--- src/rtl/if_fetch_queue_pkg.sv ---
// rtl/if_fetch_queue_pkg.sv - shared constants, entry type and pc helper for the fetch queue
package if_fetch_queue_pkg;

  // Instruction width and the default first fetch address after reset.
  localparam int          INS_W       = 32;
  localparam logic [31:0] IF_RESET_PC = 32'h0000_0000;

  // One queued fetch: the pc it was fetched from and the returned instruction.
  typedef struct packed {
    logic [31:0]      pc;
    logic [INS_W-1:0] ins;
  } fetch_entry_t;

  // Fetch addresses are always word aligned.
  function automatic logic [31:0] align_pc(input logic [31:0] pc);
    return {pc[31:2], 2'b00};
  endfunction

endpackage

--- src/rtl/if_fetch_queue_if.sv ---
// rtl/if_fetch_queue_if.sv - redirect, IF/ID output and imem request/response bundle
interface if_fetch_queue_if;
  import if_fetch_queue_pkg::*;

  logic             redirect;
  logic [31:0]      redirect_pc;
  logic             deq;
  logic             out_valid;
  logic [31:0]      out_pc;
  logic [INS_W-1:0] out_ins;
  logic             imem_req;
  logic [31:0]      imem_addr;
  logic             imem_gnt;
  logic             imem_rvalid;
  logic [INS_W-1:0] imem_rdata;

  // The fetch queue itself.
  modport slave (
    input  redirect, redirect_pc, deq, imem_gnt, imem_rvalid, imem_rdata,
    output out_valid, out_pc, out_ins, imem_req, imem_addr
  );

  // The surrounding pipeline and instruction memory.
  modport master (
    output redirect, redirect_pc, deq, imem_gnt, imem_rvalid, imem_rdata,
    input  out_valid, out_pc, out_ins, imem_req, imem_addr
  );

endinterface

--- src/rtl/if_fetch_queue_fetch_fifo.sv ---
// rtl/if_fetch_queue_fetch_fifo.sv - DEPTH x 64 circular FIFO holding {pc, instruction} pairs
module if_fetch_queue_fetch_fifo
  import if_fetch_queue_pkg::*;
#(
  parameter int DEPTH = 4
) (
  input  logic                   clk,
  input  logic                   rst,
  input  logic                   wr_en,
  input  logic                   rd_en,
  input  logic                   flush,
  input  fetch_entry_t           wr_data,
  output fetch_entry_t           head,
  output logic                   full,
  output logic                   empty,
  output logic [$clog2(DEPTH):0] count
);

  localparam int AW = $clog2(DEPTH);
  localparam int CW = AW + 1;

  fetch_entry_t  mem [DEPTH];
  logic [AW-1:0] wr_ptr;
  logic [AW-1:0] rd_ptr;
  logic          do_wr;
  logic          do_rd;

  assign empty = (count == '0);
  assign full  = (count == CW'(DEPTH));

  // A pop frees a slot in the same cycle, so a full FIFO still accepts a write alongside a read.
  assign do_rd = rd_en && !empty && !flush;
  assign do_wr = wr_en && !flush && (!full || do_rd);

  // Head reads as zero when empty so the IF/ID side never sees stale storage.
  assign head = empty ? '0 : mem[rd_ptr];

  // Pointer and occupancy bookkeeping; pointers wrap naturally at the power-of-2 depth.
  always_ff @(posedge clk) begin
    if (rst || flush) begin
      wr_ptr <= '0;
      rd_ptr <= '0;
      count  <= '0;
    end else begin
      if (do_wr) wr_ptr <= wr_ptr + AW'(1);
      if (do_rd) rd_ptr <= rd_ptr + AW'(1);
      case ({do_wr, do_rd})
        2'b10:   count <= count + CW'(1);
        2'b01:   count <= count - CW'(1);
        default: count <= count;
      endcase
    end
  end

  // Entry storage needs no reset; occupancy decides what is visible.
  always_ff @(posedge clk) begin
    if (do_wr) mem[wr_ptr] <= wr_data;
  end

endmodule

--- src/rtl/if_fetch_queue.sv ---
// rtl/if_fetch_queue.sv - instruction prefetch queue between imem and the IF/ID register
module if_fetch_queue
  import if_fetch_queue_pkg::*;
#(
  parameter int          DEPTH    = 4,
  parameter logic [31:0] RESET_PC = IF_RESET_PC
) (
  input  logic            clk,
  input  logic            rst,
  if_fetch_queue_if.slave bus
);

  localparam int CW = $clog2(DEPTH) + 1;

  logic [31:0]   fetch_pc;
  logic [31:0]   rsp_pc;
  logic [CW-1:0] pending;
  logic [CW-1:0] drop;
  logic [CW-1:0] count;
  logic [CW-1:0] pending_after_rsp;
  logic [CW:0]   credit_used;
  logic          issue;
  logic          accept;
  logic          discard;
  logic          full;
  logic          empty;
  fetch_entry_t  wr_data;
  fetch_entry_t  head;

  // Every slot is either queued or owed by imem; never request beyond what can be stored.
  assign credit_used   = {1'b0, count} + {1'b0, pending};
  assign bus.imem_req  = !rst && !bus.redirect && (credit_used < (CW+1)'(DEPTH));
  assign bus.imem_addr = fetch_pc;
  assign issue         = bus.imem_req && bus.imem_gnt;

  // Responses belonging to a flushed stream are counted in drop and thrown away.
  assign pending_after_rsp = pending - CW'(bus.imem_rvalid);
  assign discard           = bus.imem_rvalid && (drop != '0);
  assign accept            = bus.imem_rvalid && (drop == '0) && !bus.redirect;
  assign wr_data           = {rsp_pc, bus.imem_rdata};

  // Request/response pc counters and the outstanding/discard counters; redirect overrides all.
  always_ff @(posedge clk) begin
    if (rst) begin
      fetch_pc <= RESET_PC;
      rsp_pc   <= RESET_PC;
      pending  <= '0;
      drop     <= '0;
    end else if (bus.redirect) begin
      fetch_pc <= align_pc(bus.redirect_pc);
      rsp_pc   <= align_pc(bus.redirect_pc);
      pending  <= pending_after_rsp;
      drop     <= pending_after_rsp;
    end else begin
      if (issue)   fetch_pc <= fetch_pc + 32'd4;
      if (accept)  rsp_pc   <= rsp_pc + 32'd4;
      if (discard) drop     <= drop - CW'(1);
      pending <= pending_after_rsp + CW'(issue);
    end
  end

  if_fetch_queue_fetch_fifo #(
    .DEPTH (DEPTH)
  ) u_fifo (
    .clk     (clk),
    .rst     (rst),
    .wr_en   (accept),
    .rd_en   (bus.deq),
    .flush   (bus.redirect),
    .wr_data (wr_data),
    .head    (head),
    .full    (full),
    .empty   (empty),
    .count   (count)
  );

  assign bus.out_valid = !empty;
  assign bus.out_pc    = head.pc;
  assign bus.out_ins   = head.ins;

  // Credit accounting keeps storage and discard counters in range.
  assert property (@(posedge clk) disable iff (rst)
    (credit_used <= (CW+1)'(DEPTH)) && (drop <= pending));

  // A response never lands on a full queue unless the head leaves in the same cycle.
  assert property (@(posedge clk) disable iff (rst)
    !(accept && full && !bus.deq));

endmodule

--- src/flat_wrapper.sv ---
// flat-port wrapper written by rule: the top's interface ports become plain ports
module if_fetch_queue_flat import if_fetch_queue_pkg::*;
#(
  parameter int          DEPTH    = 4,
  parameter logic [31:0] RESET_PC = IF_RESET_PC
)
  (clk, rst, bus_redirect, bus_redirect_pc, bus_deq, bus_imem_gnt, bus_imem_rvalid, bus_imem_rdata, bus_out_valid, bus_out_pc, bus_out_ins, bus_imem_req, bus_imem_addr);
  if_fetch_queue_if bus_i ();
  input  logic clk;
  input  logic rst;
  input wire logic [$bits(bus_i.redirect)-1:0] bus_redirect;
  input wire logic [$bits(bus_i.redirect_pc)-1:0] bus_redirect_pc;
  input wire logic [$bits(bus_i.deq)-1:0] bus_deq;
  input wire logic [$bits(bus_i.imem_gnt)-1:0] bus_imem_gnt;
  input wire logic [$bits(bus_i.imem_rvalid)-1:0] bus_imem_rvalid;
  input wire logic [$bits(bus_i.imem_rdata)-1:0] bus_imem_rdata;
  output wire logic [$bits(bus_i.out_valid)-1:0] bus_out_valid;
  output wire logic [$bits(bus_i.out_pc)-1:0] bus_out_pc;
  output wire logic [$bits(bus_i.out_ins)-1:0] bus_out_ins;
  output wire logic [$bits(bus_i.imem_req)-1:0] bus_imem_req;
  output wire logic [$bits(bus_i.imem_addr)-1:0] bus_imem_addr;
  assign bus_i.redirect = bus_redirect;
  assign bus_i.redirect_pc = bus_redirect_pc;
  assign bus_i.deq = bus_deq;
  assign bus_i.imem_gnt = bus_imem_gnt;
  assign bus_i.imem_rvalid = bus_imem_rvalid;
  assign bus_i.imem_rdata = bus_imem_rdata;
  assign bus_out_valid = bus_i.out_valid;
  assign bus_out_pc = bus_i.out_pc;
  assign bus_out_ins = bus_i.out_ins;
  assign bus_imem_req = bus_i.imem_req;
  assign bus_imem_addr = bus_i.imem_addr;
  if_fetch_queue #(.DEPTH(DEPTH), .RESET_PC(RESET_PC)) u_core (.clk(clk), .rst(rst), .bus(bus_i));
endmodule
--- config.mk ---
export PLATFORM = sky130hd
export DESIGN_NAME = if_fetch_queue_flat
export DESIGN_NICKNAME = d
export VERILOG_FILES = /design/src/rtl/if_fetch_queue_pkg.sv /design/src/rtl/if_fetch_queue_if.sv /design/src/rtl/if_fetch_queue_fetch_fifo.sv /design/src/rtl/if_fetch_queue.sv /design/src/flat_wrapper.sv
export SDC_FILE = /design/constraint.sdc
export NUM_CORES = 1
export LEC_CHECK = 0
export CAP_MARGIN = 10
export CORE_ASPECT_RATIO = 0.7
export CORE_MARGIN = 2
export CORE_UTILIZATION = 42
export DETAILED_ROUTE_END_ITERATION = 7
export PLACE_DENSITY_LB_ADDON = 0.1
export SYNTH_ARGS = -nofsm -noshare
export SYNTH_HDL_FRONTEND = slang
export SYNTH_SLANG_ARGS = --single-unit
export TNS_END_PERCENT = 100
--- constraint.sdc ---
create_clock -name clk -period 3.4 [get_ports clk]
set_input_delay 0.68 -clock clk [delete_from_list [all_inputs] [get_ports clk]]
set_output_delay 0.68 -clock clk [all_outputs]
set_load 0.05 [all_outputs]
After elaboration in Yosys (flattened, before gate mapping)

Memories as Yosys holds them, arrays and structs flattened. A register that Yosys moved wholly into a read port is not among the register bits.
Index checks and enable logic that the tools add are counted.

Output and inout port bits: 98
Bits in writable memories: 256
Memory bits (read-only): 0
Word-level logic and storage cells: 61
Memories: 1
Register bits: 77
Latch bits: 0

Mux-type cells: 13
Bitwise logic cells: 0
Reduce and logical (&&, ||, !) cells: 24
Multipliers: 0
Eq/ne operators: 3
Shift-type cells: 0
Div/mod/pow operators: 0
$lt $le $gt $ge: 1
Add/subtract/negate cells: 10

Memory list:

| memory            | depth | bits a word | read ports | clocked after Yosys merged registers in | write ports | RTL line                        | text |
|---|---|---|---|---|---|---|---|
| u_core.u_fifo.mem | 4     | 64          | 1          | 1                                       | 1           | if_fetch_queue_fetch_fifo.sv:22 | `fetch_entry_t mem [DEPTH];` |

Operators with widths:

| cell                                                | number |
|---|---|
| two-way mux 32 bit                                  | 4 |
| adder 32 x 3 -> 32 bit, second input constant       | 2 |
| two-way mux 64 bit                                  | 1 |
| logical AND 1 bit                                   | 10 |
| two-way mux 3 bit                                   | 3 |
| nonzero test 2 bit                                  | 4 |
| zero test 3 bit                                     | 2 |
| one-hot mux 3 bit (2 select lines)                  | 1 |
| subtractor 3 x 1 -> 3 bit, second input constant    | 2 |
| adder 2 x 1 -> 2 bit, second input constant         | 2 |
| adder 3 x 3 -> 4 bit                                | 1 |
| zero test 1 bit                                     | 4 |
| < comparator 4 x 3 -> 1 bit, second input constant  | 1 |
| two-way mux 2 bit                                   | 2 |
| adder 3 x 1 -> 3 bit                                | 1 |
| adder 3 x 1 -> 3 bit, second input constant         | 1 |
| equality test 3 bit, second input constant          | 1 |
| nonzero test 3 bit                                  | 1 |
| subtractor 3 x 1 -> 3 bit                           | 1 |
| equality test 2 x 1 -> 1 bit, second input constant | 1 |
| equality test 2 bit, second input constant          | 1 |
| logical OR 1 bit                                    | 2 |
| two-way mux 1 bit                                   | 2 |
| OR reduction 2 bit                                  | 1 |

Depth between registers and ports, before layout

Gate-level depths: netlist of run 1.

Depth in word-level cells: 8
Depth in mapped cells: 11
Gate-level depth less buffers: 10

By module

Synthesis of run 1 repeated with hierarchy kept, for this count alone.

Cells, all modules: 923
Area total of the unflattened synthesis: 13974.7 µm²

Modules (own cells, without submodules):

| module                    | cells an instance | sequential area each (µm²) | area an instance (µm²) | times used |
|---|---|---|---|---|
| if_fetch_queue_fetch_fifo | 467               | 7867.5                     | 10252.3                | 1 |
| if_fetch_queue            | 456               | 1321.3                     | 3722.3                 | 1 |

Worst setup path after synthesis of run 1

OpenSTA, ideal clock, no wires.

Path type: in2reg
Start point: input port bus_imem_rvalid
End point: memory u_core.u_fifo.mem[1][0] (netlist name), enable pin
Arrival time: 2.699 ns
Required time: 2.974 ns
Path buffers: 0
Stages on the path: 3
Setup slack: 0.274 ns
Path through: nand3b_4 nor3_2 and2_1

Longest elaborated chain between the ends: 6

Ends and longest elaborated chain:

| element                                 | RTL line                        | text |
|---|---|---|
| start: declaration                      | flat_wrapper.sv:15              | `input wire logic [$bits(bus_i.imem_rvalid)-1:0] bus_imem_rvalid;` |
| logical AND 1 bit (2 in series)         | if_fetch_queue.sv:39            | `assign accept = bus.imem_rvalid && (drop == '0) && !bus.redirect;` |
| logical AND 1 bit (2 in series)         | if_fetch_queue_fetch_fifo.sv:33 | `assign do_wr = wr_en && !flush && (!full \|\| do_rd);` |
| two-way mux 1 bit                       | if_fetch_queue_fetch_fifo.sv:57 | `if (do_wr) mem[wr_ptr] <= wr_data;` |
| two-way mux 1 bit (implied by the code) | if_fetch_queue_fetch_fifo.sv:57 |  |
| end: declaration                        | if_fetch_queue_fetch_fifo.sv:22 |  |

Every way passes these cells.

Final worst setup path of run 1

Start point: register u_core.u_fifo.count[2]
End point: output port bus_out_pc[23]

Longest elaborated chain between the ends: 2

Ends and longest elaborated chain:

| element                  | RTL line                        | text |
|---|---|---|
| start: declaration       | if_fetch_queue_fetch_fifo.sv:16 | `output logic [$clog2(DEPTH):0] count` |
| start signal: assignment | if_fetch_queue_fetch_fifo.sv:48 | `2'b10: count <= count + CW'(1);` |
| start signal: assignment | if_fetch_queue_fetch_fifo.sv:49 | `2'b01: count <= count - CW'(1);` |
| start signal: assignment | if_fetch_queue_fetch_fifo.sv:50 | `default: count <= count;` |
| zero test 3 bit          | if_fetch_queue_fetch_fifo.sv:28 | `assign empty = (count == '0);` |
| two-way mux 64 bit       | if_fetch_queue_fetch_fifo.sv:36 | `assign head = empty ? '0 : mem[rd_ptr];` |
| end: declaration         | flat_wrapper.sv:18              | `output wire logic [$bits(bus_i.out_pc)-1:0] bus_out_pc;` |

Every way passes these cells.

==> impl_metrics.py, run 1 <==
metrics = {
    "worst_setup_path": {
        "r2r_cells": 10,
        "worst-endpoint-required_ns": 2.72,
        "startpoint_type": "flip-flop",
        "path_class": "flip-flop to output pin",
        "worst_ep_arrival_time_ns": 2.59,
        "regToRegSetupSlack_ns": 1.04,
        "path_max_fanout": 64,
        "crit_path_end_kind": "output pin",
    },
    "job": {
        "drv_cap": 0,
    },
    "grt": {
        "grt_overflow_total": 0,
        "grt_max_degree": 65,
        "antenna_found_initial": 0,
        "use_met1_pct": 29.5,
        "use_met2_pct": 26.7,
        "grt_pass1_wl_mm": 48.5,
        "first_global_vias": 8100,
        "grtUsageTotal_pct": 18.6,
        "grt.busiest_layer": "met1",
        "grt_use_met3_pct": 3.32,
    },
    "floorplan": {
        "die_height_um": 155,
        "ios": 168,
        "rows": 55,
        "core_um2": 32200,
        "initial_core_util_pct": 42.5,
        "die_x_um": 220,
        "dieArea_um2": 34100,
    },
    "yosys": {
        "ys_async_sr_fraction_pct": 0,
        "ys_types": 65,
        "ys.flop_type": "edfxtp_1",
        "synth-edff-count": 248,
        "yosys.area_share.simple_pct": 11.9,
        "synthMuxAreaShare_pct": 10.7,
        "synth_compound_area_share_pct": 4.98,
        "yosys-top-cells-area": "edfxtp_1 (54%), dfxtp_1 (11%), mux4_2 (10%)",
        "ys_seq_area_share_pct": 65.4,
        "synth_fa_ha_area_share_pct": 1.43,
        "yosysTopAreaCell": "edfxtp_1",
        "synth-warning-count": 0,
        "synth_top_family_by_area": "simple AND/OR/NAND/NOR gates",
        "ys_ff_latch": 323,
        "netlist_instances": 907,
        "synth_common_cells": "edfxtp_1 (248), dfxtp_1 (75), and2_1 (71), mux4_2 (62), nor2_1 (46)",
        "synth.top_cell.area_share_pct": 54.4,
        "syn_avg_cell_area_um2": 15.1,
        "synthXorXnorAreaFrac_pct": 3.20,
        "synth_most_common_cell": "edfxtp_1",
        "synth_area_um2": 13700,
    },
    "drt": {
        "route.vias.total": 8099,
        "wl_per_cell_um": 20.3,
        "via_per_inst": 5.29,
        "routed_wl_mm": 31.2,
        "drcViolationCount": 0,
        "initialDrtViolationCount": 553,
        "first_pass_iters": 6,
        "ant_nets": 0,
    },
    "sta": {
        "setup_violations": 0,
        "slew_headroom_pct": 59.2,
        "tns_ns": 0,
        "period_minus_slack_ns": 3.27,
        "tightest_slew_ns": 0.608,
        "finalCritPeriodShare_pct": 96.2,
        "rsz0062_at_grt": "false",
        "hold_violations": 0,
        "drv_slew": 0,
        "fmax_mhz": 306,
        "skew_ns": 0.00945,
    },
    "place": {
        "dp_cells": 1474,
        "port_buffers": 161,
        "hpwl_mm": 20.2,
        "place_area_um2": 15900,
        "gp_congestion": 0.809,
    },
    "cells_and_area": {
        "final_cells": 1532,
        "stdcell_area_um2": 16900,
        "n_antenna_cell": 0,
        "fillers": 2734,
        "drive_above_1_share_pct": 15.2,
        "finish.utilization_pct": 52.4,
        "nets": 1165,
        "syn_to_final_growth_pct": 23.3,
    },
    "run_status": {
        "run_status": "completed",
    },
    "clock_tree": {
        "numCtsBuffers": 31,
        "post_cts_buffers": 0,
        "cts-root-buf": "clkbuf_16",
        "ctsLongestPathBuffers": 3,
        "clk_latency_ns": 0.56,
        "h-tree-depth": 1,
        "cts_tree": "yes",
        "clock_sinks": 323,
        "path_clk_slew_ns": 0.06,
    },
    "power": {
        "p_per_area_nw_per_um2": 507,
        "power.leakage_uw": 0.00592,
        "peakVddDrop_mv": 0.326,
    },
    "min_path": {
        "hold_depth": 2,
        "hp-class": "flip-flop to flip-flop",
    },
}
-- registers in the layout (all words and copies together), names as in the netlist, named ones only --
name and cells:
u_core.bus.imem_addr 30, u_core.drop 3, u_core.pending 3, u_core.rsp_pc 30, u_core.u_fifo.count 3, u_core.u_fifo.mem 248, u_core.u_fifo.rd_ptr 2, u_core.u_fifo.wr_ptr 2
-- final timing paths --
kind,startpoint,to
min reg2reg,u_core.u_fifo.rd_ptr[0],flip-flop
max reg2reg,u_core.drop[0],u_core.u_fifo.count[2]
max,u_core.u_fifo.count[2],bus_out_pc[23]
min,u_core.u_fifo.rd_ptr[0],flip-flop
-- kinds of logic after synthesis --
kind of cell / after synthesis
compound gates: 98
xor+xnor: 50
fa+ha+maj: 15
buf+inv: 79
flops: 323
mux: 68
other cells: 1
simple gates: 273
-- area by class of cell --
cell class / count / area (um2) / share of cell area, %
multi-input cells: 508 / 4420 / 26.2
clock inverters: 19 / 163 / 0.964
inverters: 30 / 113 / 0.667
flip-flops and latches: 323 / 8950 / 53.1
repair buffers: 186 / 1880 / 11.2
clock buffers: 39 / 806 / 4.77
well taps: 427 / 534 / 3.17
-- cell usage in the layout (no fill, tap or decap), types with 31 or more instances in the layout --
master / Yosys / routed
nand2_1: 44 / 44
edfxtp_1: 248 / 248
dlygate4sd2_1: 0 / 51
and2_1: 71 / 67
nor2_1: 46 / 46
mux4_2: 62 / 62
clkdlybuf4s50_1: 0 / 100
dfxtp_1: 75 / 73
xor2_1: 35 / 35
clkbuf_16: 0 / 31
-- worst max-delay path, cell delays in order (launching register included) --
cell and delay (ns):
dfxtp_1 0.36, or3_2 0.50, buf_6 0.24, and2_1 0.20, clkdlybuf4s50_1 0.69
-- per-layer routing --
metal	wire length [um]	up-vias	part of all wire [%]
met4	434	0	1.4
met3	1730	29	5.6
li1	-	3805	-
met5	0	-	0
met2	13100	204	42
met1	15900	4061	51
-- report_power, final --
group	internal, uW	leakage, uW	switching [uW]
logic	312	0.00257	469
clock network	1890	0.000468	1400
registers	4370	0.00288	115
-- metrics by stage --
step / total power (uW) / setup slack [ns] / hold WS, ns
4_1_cts: 8680 / 0.0361 / 0.518
3_3_place_gp: 5360 / 0.354 / 0.516
3_5_place_dp: 5370 / 0.311 / 0.513
6_report: 8560 / 0.129 / 0.525
2_1_floorplan: 5020 / 0.274 / 0.460
5_1_grt: 8900 / 0.00256 / 0.539
-- timing repair --
item | CTS | global route
pin swaps | 0 | 0
hold endpoints to repair | 0 | 0
gates resized for setup | 52 | 7
hold buffers | 0 | 0
endpoints found under the setup margin | 61 | 7
Note: power is estimated with default switching activity, not from simulation.
==> run 2: changes to the inputs <==
Clock period 3.4 ns to 3.2 ns, I/O delays scaled along.
==> impl_metrics.py, run 2 (synthesized netlist as in run 1, its figures left out) <==
metrics = {
    "sta": {
        "period_minus_slack_ns": 3.09,
        "hold_violations": 0,
        "fmax_mhz": 323,
        "drv_slew": 0,
        "setup_violations": 0,
        "tns_ns": 0,
        "finalCritPeriodShare_pct": 96.7,
        "worst_slack_ns": 0.106,
        "hold_slack_ns": 0.461,
        "tightest_slew_ns": 0.593,
        "rsz0062_at_grt": "false",
        "skew_ns": 0.0103,
        "slew_headroom_pct": 60.1,
    },
    "floorplan": {
        "core_um2": 32200,
        "die_height_um": 155,
        "ios": 168,
        "rows": 55,
        "initial_core_util_pct": 42.5,
        "die_x_um": 220,
        "dieArea_um2": 34100,
    },
    "clock_tree": {
        "h-tree-depth": 1,
        "path_clk_slew_ns": 0.06,
        "numCtsBuffers": 31,
        "cts-root-buf": "clkbuf_16",
        "clk_latency_ns": 0.57,
        "ctsLongestPathBuffers": 3,
        "cts_tree": "yes",
        "clock_sinks": 323,
        "post_cts_buffers": 0,
    },
    "min_path": {
        "hp-class": "input port to flip-flop",
    },
    "worst_setup_path": {
        "worst_ep_arrival_time_ns": 2.45,
        "critPathBufInv": 1,
        "crit_path_end_kind": "output pin",
        "path_class": "flip-flop to output pin",
        "regToRegSetupSlack_ns": 0.86,
        "startpoint_type": "flip-flop",
        "worst-endpoint-required_ns": 2.56,
        "crit_family": "simple AND/OR/NAND/NOR gates",
        "cp_cell_sequence": "or3_2, and2_1, clkdlybuf4s50_1",
        "critPathSlowestCell": "clkdlybuf4s50_1",
        "path_max_fanout": 10,
        "slowest_delay_ns": 0.69,
    },
    "grt": {
        "grtUsageTotal_pct": 18.5,
        "grt_max_degree": 56,
        "grt_pass1_wl_mm": 48.3,
        "antenna_found_initial": 1,
        "first_global_vias": 8023,
        "grt_overflow_total": 0,
    },
    "drt": {
        "drcViolationCount": 0,
        "routed_wl_mm": 31.4,
        "wl_per_cell_um": 20.5,
        "initialDrtViolationCount": 750,
        "route.vias.total": 8231,
        "first_pass_iters": 5,
        "via_per_inst": 5.38,
        "ant_nets": 0,
    },
    "cells_and_area": {
        "n_antenna_cell": 0,
        "stdcell_area_um2": 16900,
        "largest_reg_flops": 248,
        "top_register": "u_core.u_fifo.mem",
        "syn_to_final_growth_pct": 23.2,
        "layout_commonest_cell": "edfxtp_1",
        "nets": 1166,
        "drive_above_1_share_pct": 20.5,
        "layout_common_cells": "edfxtp_1 (248), clkdlybuf4s50_1 (100), buf_4 (74), dfxtp_1 (73), and2_1 (67)",
    },
    "job": {
        "drv_cap": 0,
    },
    "place": {
        "hpwl_mm": 20.4,
        "port_buffers": 161,
        "gp_congestion": 0.804,
        "pre_cts_ws_ns": 0.389,
        "place_area_um2": 15800,
    },
    "power": {
        "p_per_area_nw_per_um2": 562,
        "power.leakage_uw": 0.00573,
        "p_total_uw": 9470,
        "peakVddDrop_mv": 0.334,
    },
    "run_status": {
        "run_status": "completed",
    },
}
run 2: cell count changes in the layout (fill, tap and decap cells not counted), moves of 3 or more:
cell,before,now
dlymetal6s2s_1,7,1
bufinv_16,3,7
clkinv_1,9,6
buf_4,15,74
clkinv_2,4,1
dlygate4sd2_1,51,0
run 2: worst register-to-register path, cell delays in order, from the launching register on:
cell	delay [ns]
dfxtp_1	0.30
inv_1	0.06
ha_1	0.26
and3b_1	0.28
or3_1	0.41
fa_1	0.39
inv_1	0.08
nor4_1	0.05
a31oi_1	0.19
xor2_1	0.16
nor2_1	0.05
run 2: metal layers:
metal	part of all wire [%]	global-route usage, %	up-vias	wire length (um)
met2	41	25.3	231	12900
met3	5.3	3.54	38	1650
li1	-	-	3804	-
met4	1.9	3.90	0	588
met5	0	0	-	0
met1	52	30.3	4158	16200
run 2: report_power, final:
part | switching (uW) | internal (uW)
Combinational | 499 | 337
Sequential | 123 | 4640
Clock | 1530 | 2330
run 2: final cells by class:
| type | count | area [um2] |
|---|---|---|
| Tap cell | 427 | 534 |
| Fill cell | 2733 | 15300 |
| Clock inverter | 16 | 254 |
| Multi-Input combinational cell | 508 | 4420 |
| Clock buffer | 39 | 806 |
| Inverter | 30 | 113 |
| Sequential cell | 323 | 8950 |
| Timing Repair Buffer | 187 | 1780 |
run 2: path summary, 6_finish.rpt:
kind,from,to,cells after the start
setup / recovery,u_core.u_fifo.count[2],bus_out_pc[23],3
hold / removal,rst,u_core.rsp_pc[6],2
setup reg to reg,u_core.drop[0],u_core.u_fifo.count[2],10
hold reg to reg,u_core.rsp_pc[30],u_core.u_fifo.mem[1][62],0
run 2: what timing repair did:
action                                  CTS  global route
endpoints found under the setup margin    9             6
pin swaps                                 0             0
hold buffers                              0             0
cloned                                    0             0
gates resized for setup                   1             2
run 2: metrics by stage:
step | cells | util [%]
final | 1530 | 52.3
after global routing | 1530 | 52.3
after CTS | 1530 | 52.3
after detailed placement | 1475 | 49.0
after global placement | 1475 | 49.0
after floorplan | 910 | -
